<file path="src/rtl/pkt_pkg.sv">
// Shared types and constants for the packet framer and its shifter.
package pkt_pkg;

  typedef enum logic [2:0] {
    IDLE,
    PAYLOAD,
    TRAILER,
    CRC_WAIT,
    REPORT
  } state_e;

  localparam logic [7:0] SOF_BYTE_DEF = 8'h7E;
  localparam int         CRC_W        = 32;
  localparam int         PKT_DATA_W   = 320;

endpackage

</file>
<file path="src/rtl/pkt_framer_if.sv">
// Framer bus: ingress byte stream, crc block request/response and verdict.
// The slave modport is the framer's view; master is the surrounding logic.
interface pkt_framer_if;
  import pkt_pkg::*;

  logic [7:0]            in_data;
  logic                  in_valid;
  logic                  in_ready;
  logic                  crc_valid;
  logic [PKT_DATA_W-1:0] crc_data;
  logic [CRC_W-1:0]      crc_result;
  logic                  crc_done;
  logic                  pkt_done;
  logic                  pkt_ok;
  logic [CRC_W-1:0]      rx_crc;
  logic [15:0]           err_cnt;

  modport slave (
    input  in_data, in_valid, crc_result, crc_done,
    output in_ready, crc_valid, crc_data, pkt_done, pkt_ok, rx_crc, err_cnt
  );

  modport master (
    output in_data, in_valid, crc_result, crc_done,
    input  in_ready, crc_valid, crc_data, pkt_done, pkt_ok, rx_crc, err_cnt
  );

endinterface

</file>
<file path="src/rtl/pkt_shift_reg.sv">
// Byte-serial to parallel shifter; newest byte enters at the LSB end so the
// first byte of a full load ends up in the top byte lane.
module pkt_shift_reg #(
  parameter  int N_BYTES = 40,
  localparam int W       = N_BYTES * 8,
  localparam int CW      = $clog2(N_BYTES + 1)
) (
  input  logic          clk,
  input  logic          rst_n,
  input  logic          clr_i,
  input  logic          shift_i,
  input  logic [7:0]    byte_i,
  output logic [W-1:0]  data_o,
  output logic [CW-1:0] cnt_o
);

  logic [W-1:0]  data_q;
  logic [CW-1:0] cnt_q;

  always_ff @(posedge clk or negedge rst_n) begin
    if (!rst_n) begin
      data_q <= '0;
      cnt_q  <= '0;
    end else begin
      if (shift_i) data_q <= {data_q[W-9:0], byte_i};
      // Clear has priority so the count restarts cleanly on the final byte.
      if (clr_i)        cnt_q <= '0;
      else if (shift_i) cnt_q <= cnt_q + 1'b1;
    end
  end

  assign data_o = data_q;
  assign cnt_o  = cnt_q;

endmodule

</file>
<file path="src/rtl/pkt_framer.sv">
// SOF-hunting framer: packs payload, captures CRC trailer, fires the crc block, reports verdict.
// Optional inter-byte gap timeout is compiled in with `define PKT_TIMEOUT_EN.
module pkt_framer
  import pkt_pkg::*;
#(
  parameter int         PAYLOAD_BYTES  = PKT_DATA_W / 8,
  parameter logic [7:0] SOF_BYTE       = SOF_BYTE_DEF,
  parameter int         TIMEOUT_CYCLES = 256
) (
  input logic         clk,
  input logic         rst_n,
  pkt_framer_if.slave bus
);

  localparam int CNT_W = $clog2(PAYLOAD_BYTES + 1);

  state_e             state_q, state_d;
  logic               in_ready_c, xfer;
  logic               pay_shift, pay_last, pay_clr;
  logic [CNT_W-1:0]   pay_cnt;
  logic [1:0]         trl_cnt_q;
  logic [CRC_W-1:0]   rx_crc_q, res_q;
  logic               crc_valid_q;
  logic [15:0]        err_cnt_q;
  logic               pkt_done_c, pkt_ok_c;
  logic               timeout, to_fail;

  assign in_ready_c = (state_q == IDLE) || (state_q == PAYLOAD) || (state_q == TRAILER);
  assign xfer       = bus.in_valid && in_ready_c;
  assign pay_shift  = (state_q == PAYLOAD) && xfer;
  assign pay_last   = pay_shift && (pay_cnt == CNT_W'(PAYLOAD_BYTES - 1));
  assign pay_clr    = (state_q != PAYLOAD) || pay_last;

  pkt_shift_reg #(.N_BYTES(PAYLOAD_BYTES)) u_payload (
    .clk     (clk),
    .rst_n   (rst_n),
    .clr_i   (pay_clr),
    .shift_i (pay_shift),
    .byte_i  (bus.in_data),
    .data_o  (bus.crc_data),
    .cnt_o   (pay_cnt)
  );

`ifdef PKT_TIMEOUT_EN
  localparam int GAP_W = $clog2(TIMEOUT_CYCLES + 1);
  logic [GAP_W-1:0] gap_q;
  logic             to_q, in_body;

  assign in_body = (state_q == PAYLOAD) || (state_q == TRAILER);
  assign timeout = in_body && !xfer && (gap_q == GAP_W'(TIMEOUT_CYCLES - 1));
  assign to_fail = to_q;

  always_ff @(posedge clk or negedge rst_n) begin
    if (!rst_n) begin
      gap_q <= '0;
      to_q  <= 1'b0;
    end else begin
      gap_q <= (in_body && !xfer) ? gap_q + 1'b1 : '0;
      to_q  <= timeout;
    end
  end
`else
  assign timeout = 1'b0;
  assign to_fail = 1'b0;
`endif

  always_comb begin
    state_d = state_q;
    case (state_q)
      IDLE:     if (xfer && bus.in_data == SOF_BYTE) state_d = PAYLOAD;
      PAYLOAD:  if (pay_last) state_d = TRAILER;
      TRAILER:  if (xfer && trl_cnt_q == 2'd3) state_d = CRC_WAIT;
      CRC_WAIT: if (bus.crc_done) state_d = REPORT;
      REPORT:   state_d = IDLE;
      default:  state_d = IDLE;
    endcase
    // A timed-out packet reuses the REPORT cycle to emit its failing verdict.
    if (timeout) state_d = REPORT;
  end

  assign pkt_done_c = (state_q == REPORT);
  assign pkt_ok_c   = pkt_done_c && !to_fail && (res_q == rx_crc_q);

  always_ff @(posedge clk or negedge rst_n) begin
    if (!rst_n) begin
      state_q     <= IDLE;
      trl_cnt_q   <= '0;
      rx_crc_q    <= '0;
      res_q       <= '0;
      crc_valid_q <= 1'b0;
      err_cnt_q   <= '0;
    end else begin
      state_q     <= state_d;
      crc_valid_q <= (state_q == TRAILER) && xfer && (trl_cnt_q == 2'd3);
      if ((state_q == TRAILER) && xfer) begin
        rx_crc_q  <= {rx_crc_q[CRC_W-9:0], bus.in_data};
        trl_cnt_q <= trl_cnt_q + 1'b1;
      end else if (state_q != TRAILER) begin
        trl_cnt_q <= '0;
      end
      if ((state_q == CRC_WAIT) && bus.crc_done) res_q <= bus.crc_result;
      if (pkt_done_c && !pkt_ok_c && (err_cnt_q != 16'hFFFF)) err_cnt_q <= err_cnt_q + 1'b1;
    end
  end

  assign bus.in_ready  = in_ready_c;
  assign bus.crc_valid = crc_valid_q;
  assign bus.pkt_done  = pkt_done_c;
  assign bus.pkt_ok    = pkt_ok_c;
  assign bus.rx_crc    = rx_crc_q;
  assign bus.err_cnt   = err_cnt_q;

endmodule

</file>
<file path="src/flat_wrapper.sv">
// flat-port wrapper written by rule: the top's interface ports become plain ports
module pkt_framer_flat import pkt_pkg::*;
#(
  parameter int         PAYLOAD_BYTES  = PKT_DATA_W / 8,
  parameter logic [7:0] SOF_BYTE       = SOF_BYTE_DEF,
  parameter int         TIMEOUT_CYCLES = 256
)
  (clk, rst_n, bus_in_data, bus_in_valid, bus_crc_result, bus_crc_done, bus_in_ready, bus_crc_valid, bus_crc_data, bus_pkt_done, bus_pkt_ok, bus_rx_crc, bus_err_cnt);
  pkt_framer_if bus_i ();
  input logic clk;
  input logic rst_n;
  input wire logic [$bits(bus_i.in_data)-1:0] bus_in_data;
  input wire logic [$bits(bus_i.in_valid)-1:0] bus_in_valid;
  input wire logic [$bits(bus_i.crc_result)-1:0] bus_crc_result;
  input wire logic [$bits(bus_i.crc_done)-1:0] bus_crc_done;
  output wire logic [$bits(bus_i.in_ready)-1:0] bus_in_ready;
  output wire logic [$bits(bus_i.crc_valid)-1:0] bus_crc_valid;
  output wire logic [$bits(bus_i.crc_data)-1:0] bus_crc_data;
  output wire logic [$bits(bus_i.pkt_done)-1:0] bus_pkt_done;
  output wire logic [$bits(bus_i.pkt_ok)-1:0] bus_pkt_ok;
  output wire logic [$bits(bus_i.rx_crc)-1:0] bus_rx_crc;
  output wire logic [$bits(bus_i.err_cnt)-1:0] bus_err_cnt;
  assign bus_i.in_data = bus_in_data;
  assign bus_i.in_valid = bus_in_valid;
  assign bus_i.crc_result = bus_crc_result;
  assign bus_i.crc_done = bus_crc_done;
  assign bus_in_ready = bus_i.in_ready;
  assign bus_crc_valid = bus_i.crc_valid;
  assign bus_crc_data = bus_i.crc_data;
  assign bus_pkt_done = bus_i.pkt_done;
  assign bus_pkt_ok = bus_i.pkt_ok;
  assign bus_rx_crc = bus_i.rx_crc;
  assign bus_err_cnt = bus_i.err_cnt;
  pkt_framer #(.PAYLOAD_BYTES(PAYLOAD_BYTES), .SOF_BYTE(SOF_BYTE), .TIMEOUT_CYCLES(TIMEOUT_CYCLES)) u_core (.clk(clk), .rst_n(rst_n), .bus(bus_i));
endmodule
</file>
<file path="config.mk">
export PLATFORM = sky130hd
export DESIGN_NAME = pkt_framer_flat
export DESIGN_NICKNAME = d
export VERILOG_FILES = /design/src/rtl/pkt_pkg.sv /design/src/rtl/pkt_framer_if.sv /design/src/rtl/pkt_shift_reg.sv /design/src/rtl/pkt_framer.sv /design/src/flat_wrapper.sv
export SDC_FILE = /design/constraint.sdc
export NUM_CORES = 1
export LEC_CHECK = 0
export BUFFER_PORTS_ARGS = -buffer_cell sky130_fd_sc_hd__buf_2
export CAP_MARGIN = 20
export CORE_UTILIZATION = 53
export DETAILED_ROUTE_END_ITERATION = 7
export PLACE_DENSITY = 0.81
export SYNTH_ARGS = -nofsm -noshare
export SYNTH_HDL_FRONTEND = slang
export SYNTH_HIERARCHICAL = 1
export SYNTH_SLANG_ARGS = --single-unit
</file>
<file path="constraint.sdc">
create_clock -name clk -period 2.65 [get_ports clk]
set_clock_uncertainty 0.05 [all_clocks]
set_input_delay 0.265 -clock clk [delete_from_list [all_inputs] [get_ports clk]]
set_output_delay 0.265 -clock clk [all_outputs]
set_load 0.01 [all_outputs]
</file>
==> impl_metrics.env <==
export IMPL_clockBufferDepth=3
export IMPL_root_buffer="clkbuf_16"
export IMPL_synth_cell_types=34
export IMPL_core_area_sq_um=29720
export IMPL_drc=0
export IMPL_netSwitchingFraction=0.3029
export IMPL_endpoint_kind="output port"
export IMPL_post_drt_via_cell_ratio=5.339
export IMPL_final_util=0.6901
export IMPL_path_max_fanout=4
export IMPL_finalSetupViolCount=0
export IMPL_dp_hpwl_um=26440
export IMPL_critical_path_max_stage_delay_ps=480
export IMPL_ys_warn_count=6
export IMPL_drive_gt1_frac=0.5655
export IMPL_die_w_um=175.8
export IMPL_grt_pass1_vias=10960
export IMPL_worst_setup_path_type="flop to output port"
export IMPL_crit_required_ps=2340
export IMPL_syn_to_final_growth_pct=28.06
export IMPL_p_comb_frac=0.232
export IMPL_first_pass_iters=4
export IMPL_initial_utilization=0.5389
export IMPL_route_vias_total=10410
export IMPL_synth_ff_type="dfrtp_1"
export IMPL_syn_num_nets=1089
export IMPL_tightest_slew_ps=746.1
export IMPL_fmax_ghz=0.3921
export IMPL_synth_edf_count=0
export IMPL_grt_pass1_wl_um=60640
export IMPL_hold_violations=0
export IMPL_min_period_ps=2551
export IMPL_die_h_um=175.8
export IMPL_pwr_share_seq=0.455
export IMPL_yosys_area_top_type="dfrtp_1"
export IMPL_clk_latency_ps=530
export IMPL_overflow=0
export IMPL_wirelength_um=38740
export IMPL_fp_dieArea_sq_um=30910
export IMPL_cts_clk_slew_worst_paths_ps=70
export IMPL_hold_path_class="input pin to flop"
export IMPL_cts_buffers=42
export IMPL_powerDensity_nw_per_um2=974.9
export IMPL_synthCells=1042
export IMPL_ys_async_sr_fraction=1.000
export IMPL_start_kind="flop"
export IMPL_rsz0062_at_grt="no"
export IMPL_synth_top_cell_area_share=0.6438
export IMPL_crit_path_top_delay_cell="nor4_2"
export IMPL_fin_tns_setup_ps=0
export IMPL_cts_sinks=412
export IMPL_cp_cell_sequence="xnor2_1 -> nand4_1 -> nor4_2 -> and3_1 -> buf_2"
export IMPL_synth_area_sq_um=16010
export IMPL_arrival_ps=2240
export IMPL_tritoncts="done"
export IMPL_cp_num_buf_inv=1
export IMPL_avgSynthCellArea_sq_um=15.37
export IMPL_slew_headroom=0.5026
export IMPL_rows=63
export IMPL_p_clk_frac=0.313
export IMPL_post_drt_wl_per_cell_um=19.88
export IMPL_slew_viol_final=0
export IMPL_ctsResizeCount=0
export IMPL_fin_crit_sh=0.9625
export IMPL_p_switching_mw=6.057
export IMPL_synth_seq_cells=412
export IMPL_synth_area_top_cells="dfrtp_1 64%, mux2_2 25%, xnor2_1 2.6%"
export IMPL_io_pins=416
export IMPL_ir_worst_vdd_mv=0.9669
export IMPL_fillers=2016
export IMPL_gp_congestion=0.8243
export IMPL_crit_family="simple AND/OR/NAND/NOR gates"
export IMPL_ys_top_cells_by_count="412 x dfrtp_1, 353 x mux2_2, 109 x nand2_1, 48 x xnor2_1, 24 x buf_6"
export IMPL_drtIter0Drc=435
export IMPL_grt_use_total=0.2510
export IMPL_yosysSeqAreaShare=0.6438
export IMPL_layout_nets=1572
export IMPL_power_leakage_nw=10.83
export IMPL_antenna_found_initial=1
export IMPL_yosysMostFrequentCell="dfrtp_1"
export IMPL_drv_cap=0
export IMPL_cts_htree_levels=2
export IMPL_power_internal_mw=13.94
export IMPL_port_buffer_count=415
export IMPL_status="complete, no violations"
export IMPL_ant_nets=0
export IMPL_grt_max_degree=93
## cell families after synthesis
logic type | synth area share
compound gates | 0.005235
buf+inv | 0.02539
fa+ha+maj | 0.002344
mux | 0.2495
simple gates | 0.04532
xor+xnor | 0.02844
flops | 0.6438
## power by group through the flow
stage               sequential (mW)  clock (mW)  combinational [mW]
floorplan                      9.38           0                2.06
global placement               9.03           0                4.38
detailed placement             9.14           0                4.50
CTS                            9.06        6.38                4.60
global route                   9.28        6.63                4.98
finish                         9.10        6.26                4.63
## what timing repair did
| action | in CTS | in global routing |
|---|---|---|
| buffers inserted | 0 | 0 |
| hold buffers | 42 | 0 |
| endpoints found under the hold margin | 128 | 0 |
## through the flow
step	cells	cell area, sq um	setup WS (ps)	power [mW]	hold slack [ps]
after floorplan	1042	16010	677.7	11.43	-80.59
after global placement	1829	18570	472.8	13.41	285.5
after detailed placement	1829	18570	406.3	13.64	281.7
after CTS	1948	20500	57.94	20.04	74.65
after global routing	1949	20510	25.86	20.89	135.9
final	1949	20510	99.45	19.99	101.7
## cell type report
class                   instances  area [sq um]  area share
diodes                          1         2.502   0.0001220
clock buffers                  58          1295     0.06315
clock inverters                19         217.7     0.01062
inverters                       3         11.26   0.0005491
multi-input cells             580          5308      0.2588
flip-flops and latches        412         10310      0.5027
well taps                     390         488.0     0.02379
repair buffers                486          2875      0.1402
## final timing paths
check / from / end / slack, ps / cells past startpoint
max: u_core/bus.rx_crc[6] / bus_pkt_ok / 100 / 5
max in group asynchronous: rst_n / u_core/u_payload/data_o[125] / 1390 / 3
max reg2reg: u_core/state_q[1] / u_core/u_payload/data_o[47] / 380 / 5
min in group asynchronous: rst_n / u_core/res_q[4] / 310 / 2
min reg2reg: u_core/res_q[8] / u_core/res_q[8] / 450 / 2
min: bus_crc_done / u_core/state_q[1] / 100 / 3
## registers in the layout (all words and copies together), names as in the netlist
name                     flops
u_core/u_payload/data_o    320
u_core/bus.rx_crc           32
u_core/res_q                32
u_core/bus.err_cnt          16
u_core/u_payload/cnt_o       6
u_core/state_q               3
u_core/trl_cnt_q             2
u_core/bus.crc_valid         1
## routing by layer
| layer | global-route usage | share of wire |
|---|---|---|
| met5 | 0 | 0 |
| met4 | 0.09891 | 0.038 |
| met3 | 0.06082 | 0.068 |
| met2 | 0.4399 | 0.51 |
| met1 | 0.2965 | 0.38 |
## tightest hold or removal path: cells and delay by family
family / cells / cell delay, ps
compound gates: 2 / 280
buf+inv: 1 / 90
## cell usage in the layout, fill, tap and decap left out, types with 2 or more instances in the layout
cell           synthesis  final
nand2_1              109    109
clkbuf_16              0     45
xor2_1                 4      4
mux2_2               353    353
and3_1                 6      6
ha_1                   3      3
a21oi_1                2      2
inv_6                  0      2
clkbuf_8               0     12
buf_2                 10    414
bufinv_16              0      4
clkinvlp_4             0      6
o21ai_0                3      3
nand4b_1               2      2
inv_1                  3      3
mux2i_1                2      2
buf_4                  7     17
o31ai_1                2      2
buf_12                 0     12
nand4_1               18     18
dlygate4sd3_1          0     42
nor2_1                13     11
dfrtp_1              412    412
nor4_2                 2      2
clkinv_2               0      7
xnor2_1               48     48
No activity file was read; power rests on OpenSTA's default activity.
